<file path="config.mk">
export PLATFORM = sky130hd
export DESIGN_NAME = operand_entry
export DESIGN_NICKNAME = d
export VERILOG_FILES = /design/src/rtl/operand_entry.sv
export SDC_FILE = /design/constraint.sdc
export NUM_CORES = 1
export LEC_CHECK = 0
export BUFFER_PORTS_ARGS = -buffer_cell sky130_fd_sc_hd__buf_2
export CAP_MARGIN = 5
export CORE_ASPECT_RATIO = 1.5
export CORE_MARGIN = 2
export CORE_UTILIZATION = 55
export DETAILED_ROUTE_END_ITERATION = 12
export GPL_TIMING_DRIVEN = 0
export MAX_ROUTING_LAYER = met4
export PLACE_DENSITY = 0.73
export SYNTH_ARGS = -nofsm -noshare
export SYNTH_HDL_FRONTEND = slang
export SYNTH_SLANG_ARGS = --single-unit
</file>
<file path="constraint.sdc">
create_clock -name clk -period 3.6 [get_ports clk]
set_clock_uncertainty 0.15 [all_clocks]
set_input_delay 0.54 -clock clk [delete_from_list [all_inputs] [get_ports clk]]
set_output_delay 0.54 -clock clk [all_outputs]
set_load 0.01 [all_outputs]
</file>
<file path="src/rtl/operand_entry.sv">
// Operand entry stage: debounces the NEXT/CLR push-buttons and walks the user
// through loading a, b and func from the slide switches for the calculator.

// One debounced push-button: 2-flop synchronizer, stability counter, press pulse.
module operand_entry_debounce #(
  parameter int DEBOUNCE_CYCLES = 500000
) (
  input  logic clk,
  input  logic rst_n,
  input  logic key_raw,
  output logic press
);

  localparam int CW = $clog2(DEBOUNCE_CYCLES);
  localparam logic [CW-1:0] LAST = CW'(DEBOUNCE_CYCLES - 1);

  logic          sync1;
  logic          sync2;
  logic          db_state;
  logic [CW-1:0] cnt;
  logic [1:0]    fill;
  logic          armed;
  logic [CW-1:0] arm_cnt;

  always_ff @(posedge clk or negedge rst_n) begin
    if (!rst_n) begin
      sync1 <= 1'b1;
      sync2 <= 1'b1;
      fill  <= 2'b00;
    end else begin
      sync1 <= key_raw;
      sync2 <= sync1;
      fill  <= {fill[0], 1'b1};
    end
  end

  always_ff @(posedge clk or negedge rst_n) begin
    if (!rst_n) begin
      db_state <= 1'b1;
      cnt      <= '0;
      press    <= 1'b0;
    end else begin
      press <= 1'b0;
      if (sync2 == db_state) begin
        cnt <= '0;
      end else if (cnt == LAST) begin
        db_state <= sync2;
        cnt      <= '0;
        press    <= ~sync2 & armed;
      end else begin
        cnt <= cnt + 1'b1;
      end
    end
  end

  // A key held through reset must first be seen released for a full debounce
  // window; fill masks the synchronizer's reset values so they cannot arm it.
  always_ff @(posedge clk or negedge rst_n) begin
    if (!rst_n) begin
      armed   <= 1'b0;
      arm_cnt <= '0;
    end else if (!armed) begin
      if (fill[1] && sync2) begin
        if (arm_cnt == LAST) begin
          armed <= 1'b1;
        end else begin
          arm_cnt <= arm_cnt + 1'b1;
        end
      end else begin
        arm_cnt <= '0;
      end
    end
  end

endmodule

module operand_entry #(
  parameter int width           = 6,
  parameter int DEBOUNCE_CYCLES = 500000
) (
  input  logic             clk,
  input  logic             rst_n,
  input  logic [width-1:0] sw,
  input  logic [2:0]       sw_func,
  input  logic             key_next,
  input  logic             key_clr,
  output logic [width-1:0] a,
  output logic [width-1:0] b,
  output logic [2:0]       func,
  output logic             valid,
  output logic [1:0]       phase
);

  typedef enum logic [1:0] {
    LOAD_A = 2'd0,
    LOAD_B = 2'd1,
    LOAD_F = 2'd2,
    SHOW   = 2'd3
  } phase_t;

  phase_t state;
  phase_t state_next;
  logic   next_ev;
  logic   clr_ev;

  operand_entry_debounce #(.DEBOUNCE_CYCLES(DEBOUNCE_CYCLES)) u_key_next (
    .clk     (clk),
    .rst_n   (rst_n),
    .key_raw (key_next),
    .press   (next_ev)
  );

  operand_entry_debounce #(.DEBOUNCE_CYCLES(DEBOUNCE_CYCLES)) u_key_clr (
    .clk     (clk),
    .rst_n   (rst_n),
    .key_raw (key_clr),
    .press   (clr_ev)
  );

  always_ff @(posedge clk or negedge rst_n) begin
    if (!rst_n) begin
      state <= LOAD_A;
    end else begin
      state <= state_next;
    end
  end

  // Clear takes priority over a simultaneous next press.
  always_comb begin
    state_next = state;
    if (clr_ev) begin
      state_next = LOAD_A;
    end else if (next_ev) begin
      case (state)
        LOAD_A:  state_next = LOAD_B;
        LOAD_B:  state_next = LOAD_F;
        LOAD_F:  state_next = SHOW;
        default: state_next = LOAD_A;
      endcase
    end
  end

  always_comb begin
    phase = state;
    valid = (state == SHOW);
  end

  always_ff @(posedge clk or negedge rst_n) begin
    if (!rst_n) begin
      a    <= '0;
      b    <= '0;
      func <= '0;
    end else if (clr_ev) begin
      a    <= '0;
      b    <= '0;
      func <= '0;
    end else if (next_ev) begin
      case (state)
        LOAD_A:  a    <= sw;
        LOAD_B:  b    <= sw;
        LOAD_F:  func <= sw_func;
        default: ;
      endcase
    end
  end

endmodule

</file>
==> reports/metrics.cfg, run 1 <==
[timing]
fin_tns_setup_ps=0
final.period_utilization=0.6205
finalSetupViolCount=0
final_hold_viol_count=0
hold_ws_ps=4.710
fmax_ghz=0.4477
final-max-slew-violation-count=0
max_slew_margin=0.4880
rsz0062_at_grt=false
worstMarginPinSlew_ps=762.2
period_minus_slack_ps=2234

[clocking]
hold_buffers=0
clkSlewWorstSetupHoldPaths_ps=70
cts_resized=0
cts_sinks=105
cts_setup_buffers=0
numCtsBuffers=9
clockRootBuffer=clkbuf_16
cts.path.max_buffers=2
htreeDepth=3
cts_tree=done
clock_latency_ps=350

[placed_design]
gp_congestion=0.9106
io_buffers=30
place_area_um2=5507
dp_hpwl_um=7536

[setup_path]
path_class=flip-flop to flip-flop
cp.depth=7
cp_slowest_cell=nor4_1
slowest_delay_ps=570
crit_path_start_kind=flip-flop
cpLargestDelayFamily=simple AND/OR/NAND/NOR gates
cp_max_fo=10
arrival_ps=2330
path_cells=ha_1 > nand4_1 > nor4_1 > or2_1 > buf_4 > buf_6 > nor2_1
reg2reg_depth=7
cp-end-kind=flip-flop
path_buf_inv=2
r2r_slack_ps=1370
required_ps=3690

[synthesis]
synth.cell_area_um2=5186
ys_ff_latch=105
synth_cell_type_count=59
synth_flop_cell=dfrtp_1
synth_nets=562
ys_seq_area_frac=0.5081
synth_area_per_cell_um2=9.586
async_flop_share=1.000
synthesis.instances=541
ys_warn_count=0
synth-edff-count=0

[drt]
drcViolationCount=0
postRouteAntennaNets=0
dr.pass1.iters=4
drt-initial-drc-count=215
vias=4181
wl_met2_um=5744
viasPerCell=5.973
wl_per_cell_um=15.28
highest_layer=met4
route.met3.wl_um=294
drt_wl_total_um=10700
wl_met1_um=4416

[outcome]
status=complete, no violations

[global_route]
grt_pass1_wl_um=18730
grt.overflow.total=0
grt_max_degree=68
antenna_found_initial=0
grt_pass1_vias=4237
grt_use_total=0.2310

[finish]
final_area_um2=5809
final_cell_mix=99 x dfrtp_1, 73 x nor2_1, 60 x nand2_1
fillers=736
final_common_cell=dfrtp_1
nets=604
drive_gt1_frac=0.1259
num_antenna_cells=0
syn2layout_area_growth_pct=12.01

[hold_path]
hold_class=input pin to async pin

[floorplan]
initial_core_util=0.5637
die_area_um2=10240
coreArea_um2=9200
die_h_um=122.9
ios=31
rows=43
die_x_um=83.29

[power_and_ir_drop]
powerDensity_nw_per_um2=393.6
vdd_ir_drop_max_v=0.0003497
total_leakage_power_nw=2.466

[run]
drv_cap=0

[flip-flops by register name (all words and copies together) (netlist names), 2 cells and up]
| name | count |
|---|---|
| u_key_clr.fill | 2 |
| u_key_clr.cnt | 19 |
| u_key_next.cnt | 19 |
| func | 3 |
| u_key_clr.arm_cnt | 19 |
| b | 6 |
| phase | 2 |
| u_key_next.arm_cnt | 19 |
| a | 6 |
[per-layer routing]
metal  global-route usage  vias to the layer above
met5                    -                        -
met4               0.1301                        0
met3              0.03071                       18
met2               0.4108                       76
met1               0.2494                     2051
li1                     -                     2036
[Yosys cell counts, types with 11 or more instances]
cell | n | area, µm²
xor2_1 | 21 | 183.9
nand3_1 | 53 | 265.3
dfrtp_1 | 99 | 2477
clkbuf_1 | 16 | 60.06
a21oi_1 | 24 | 120.1
xnor2_1 | 14 | 122.6
o21ai_0 | 21 | 105.1
nor2_1 | 73 | 274.0
nand2_1 | 60 | 225.2
o31ai_1 | 12 | 90.09
inv_1 | 11 | 41.29
nand4_1 | 17 | 106.4
[cell families (layout without fill, tap and decap cells)]
family                     Yosys count  after routing  synth area share
and+or+nand+nor                    261            261            0.2550
DFF                                105            105            0.5081
AOI/OAI and AO/OA                   92             92            0.1170
xor gates and xnor gates            35             35           0.05911
buffers and inverters               33             80           0.02823
adders and majority gates            8              8           0.01930
muxes                                6              6           0.01254
other                                1              1         0.0007231
[final timing paths]
kind,to,startpoint
worst max-delay path,u_key_next.cnt[12],u_key_next.cnt[0]
worst min-delay path,u_key_clr.cnt[11],rst_n
worst max register to register,u_key_next.cnt[12],u_key_next.cnt[0]
worst min register to register,u_key_clr.fill[1],u_key_clr.fill[0]
max in group asynchronous,u_key_clr.db_state,rst_n
min in group clk,u_key_clr.sync1,key_clr
[worst register-to-register path, delay by kind of cell (launching register included)]
family / cells / cell delay [ps]
adder cells (fa/ha/maj): 1 / 220
buffers and inverters: 2 / 310
flip-flops: 1 / 390
AND/OR/NAND/NOR: 4 / 1050
[stage by stage]
step	utilization	total power [mW]	setup WS [ps]	instances
global route	0.6314	2.354	1085	700
floorplan	-	1.261	1713	541
finish	0.6314	2.287	1366	700
CTS	0.6314	2.308	1314	700
global placement	0.5953	1.303	738.3	683
detailed placement	0.5985	1.309	1391	684
[layout make-up]
cell class,instances,area [µm²],area share
Buffer,22,105.1,0.01809
Tap cell,112,140.1,0.02412
Inverter,11,41.29,0.007107
Timing Repair Buffer,31,180.2,0.03101
Multi-Input combinational cell,403,2405,0.4140
Sequential cell,105,2635,0.4536
Clock inverter,2,38.79,0.006677
Clock buffer,14,264.0,0.04544
[where the power goes]
group / leakage, nW / internal [mW] / total, mW / switching (mW)
clock network: 0.147 / 0.580 / 1.00 / 0.423
logic: 0.963 / 0.0261 / 0.0817 / 0.0555
registers: 1.36 / 1.19 / 1.20 / 0.0106
total: 2.47 / 1.80 / 2.29 / 0.489
Note: power is estimated with default switching activity, not from simulation.
==> run 2: changes to the inputs <==
clock period = 2.22 ns   (was 3.6 ns; I/O delays follow)
==> run 2 against run 1 <==
  * Maximum frequency rose by 6.7%
  * Combinational power rose by 68%
  * Non-clock buffer count rose by 5
  * Via count rose by 0.29%
  * Sequential power rose by 63%
  * Count of clock-buffer cells in the layout did not move
  * Critical path depth fell by 2
  * Core utilization rose by 0.82 points
  * Worst hold slack improved by 86 ps
  * Critical path type unchanged
  * Critical endpoint is now u_key_clr.arm_cnt[0]
  * Largest cell class unchanged
  * Highest routed layer unchanged
==> reports/metrics.cfg, run 2 (same netlist as run 1, synthesis figures left out) <==
[setup_path]
reg2reg_depth=5  ; was 7
path_class=flip-flop to flip-flop  ; unchanged
critPathLaunch=u_key_clr.arm_cnt[11]  ; was u_key_next.cnt[0]
arrival_ps=2180  ; was 2330 ps
cp-end-kind=flip-flop  ; unchanged
timing.rr.end=u_key_clr.arm_cnt[0]  ; was u_key_next.cnt[12]
r2r_start=u_key_clr.arm_cnt[11]  ; was u_key_next.cnt[0]
crit_path_start_kind=flip-flop  ; unchanged
required_ps=2310  ; was 3690 ps
cp_max_fo=9  ; was 10
r2r_slack_ps=130  ; was 1370 ps

[hold_path]
hold_depth=3
hold_class=input pin to flip-flop  ; was input pin to async pin
hp-start=sw[0]
hold_end=b[0]

[finish]
nets=609  ; was 604
multi_input_area_um2=2434  ; was 2405 µm²
fillers=722  ; was 736
final_area_um2=5884  ; was 5809 µm²
syn2layout_area_growth_pct=13.46  ; was 12.01%
num_antenna_cells=0  ; unchanged
ff_latch_area_um2=2635  ; unchanged
drive_gt1_frac=0.1332  ; was 0.1259
final_common_cell=dfrtp_1  ; unchanged
final_cell_mix=99 x dfrtp_1, 73 x nor2_1, 60 x nand2_1  ; unchanged

[clocking]
cts_tree=done  ; unchanged
clock_latency_ps=350  ; about the same
clockRootBuffer=clkbuf_16  ; unchanged
cts_sinks=105  ; unchanged
numCtsBuffers=9  ; unchanged
htreeDepth=3  ; unchanged
cts.path.max_buffers=2  ; unchanged
clkSlewWorstSetupHoldPaths_ps=70  ; about the same

[global_route]
grt_max_degree=68  ; unchanged
antenna_found_initial=0  ; unchanged
grt_pass1_wl_um=18800  ; was 18,730 µm
grt_use_total=0.2320  ; was 0.2310
grt_pass1_vias=4242  ; was 4,237
grt.overflow.total=0  ; unchanged

[timing]
final-max-slew-violation-count=0  ; unchanged
rsz0062_at_grt=false  ; unchanged
final.setup.worst_slack_ps=127.1  ; was 1366 ps
final.period_utilization=0.9427  ; was 0.6205
period_minus_slack_ps=2093  ; was 2234 ps
final_hold_viol_count=0  ; unchanged
finalSetupViolCount=0  ; unchanged
max_slew_margin=0.4930  ; was 0.4880
worstMarginPinSlew_ps=754.7  ; was 762.2 ps
fmax_ghz=0.4778  ; was 0.4477 GHz

[floorplan]
die_h_um=122.9  ; unchanged
die_x_um=83.29  ; unchanged
coreArea_um2=9200  ; unchanged
die_area_um2=10240  ; unchanged
rows=43  ; unchanged
initial_core_util=0.5637  ; unchanged
ios=31  ; unchanged

[placed_design]
dp_hpwl_um=7536  ; unchanged
io_buffers=30  ; unchanged
place_area_um2=5507  ; unchanged
dp_slack_ps=10.76  ; was 1391 ps
gp_congestion=0.9106  ; unchanged

[outcome]
status=complete, no violations  ; unchanged

[drt]
dr.pass1.iters=5  ; was 4
drcViolationCount=0  ; unchanged
viasPerCell=5.948  ; was 5.973
vias=4193  ; was 4,181
drt-initial-drc-count=213  ; was 215
wl_per_cell_um=15.24  ; was 15.28 µm
postRouteAntennaNets=0  ; unchanged
drt_wl_total_um=10750  ; was 10,700 µm

[run]
drv_cap=0  ; unchanged

[power_and_ir_drop]
vdd_ir_drop_max_v=0.0005665  ; was 0.0003497 V
powerDensity_nw_per_um2=631.5  ; was 393.6 nW/µm²
total_leakage_power_nw=2.524  ; was 2.466 nW

==> run 2: timing repair <==
action / in CTS / in global routing
pin swaps: 0 / 1
gates resized for setup: 1 / 5
hold buffers: 3 / 0
hold endpoints to repair: 36 / 0
endpoints found under the setup margin: 10 / 31
buffers inserted: 0 / 2
==> run 2: final cells by class <==
type,count,share of cell area
buffer,22,0.01807
clock buffer,14,0.04486
clock inverter,2,0.006592
inverter,11,0.007017
multi-input combinational,403,0.4136
sequential,105,0.4478
tap,112,0.02381
timing repair buffer,36,0.03827
==> run 2: stage by stage <==
| stage | utilization | hold slack (ps) | instances | setup TNS, ps | total power, mW |
|---|---|---|---|---|---|
| 6_report | 0.6396 | 90.42 | 705 | 0 | 3.716 |
| 5_1_grt | 0.6396 | 104.2 | 705 | 0 | 3.822 |
| 4_1_cts | 0.6354 | 81.02 | 703 | 0 | 3.747 |
| 3_5_place_dp | 0.5985 | 187.2 | 684 | 0 | 2.123 |
| 3_3_place_gp | 0.5953 | 184.4 | 683 | -42250 | 2.112 |
| 2_1_floorplan | - | -112.6 | 541 | 0 | 2.045 |
==> run 2: worst max path at each step <==
stage                     slack, ps                endpoint  cells past startpoint
after floorplan                 330    u_key_clr.arm_cnt[0]                      6
after global placement         -430  u_key_next.arm_cnt[11]                      1
after detailed placement         10      u_key_next.cnt[12]                      7
after CTS                        10       u_key_clr.cnt[11]                      7
after global routing            0.9    u_key_clr.arm_cnt[0]                      5
final                           130    u_key_clr.arm_cnt[0]                      5
==> run 2: worst max-delay path, cell delays in order, from the launching register on <==
cell and delay (ps):
dfrtp_1 450, nor4_1 300, nand2_1 130, nor4_4 540, nor2_1 130, mux2_2 280
==> run 2: where the power goes <==
group          switching [mW]  internal (mW)  leakage [nW]  total, mW
combinational          0.0908         0.0461          1.02      0.137
sequential             0.0173           1.93          1.36       1.95
clock                   0.688          0.940         0.147       1.63
total                   0.796           2.92          2.52       3.72
==> run 2: per-layer routing <==
metal  vias up  share of wire  global-route usage
met3        19          0.029             0.03071
li1       2045              -                   -
met5         -              0                   -
met2        72           0.54              0.4118
met1      2057           0.41              0.2517
met4         0          0.022              0.1301
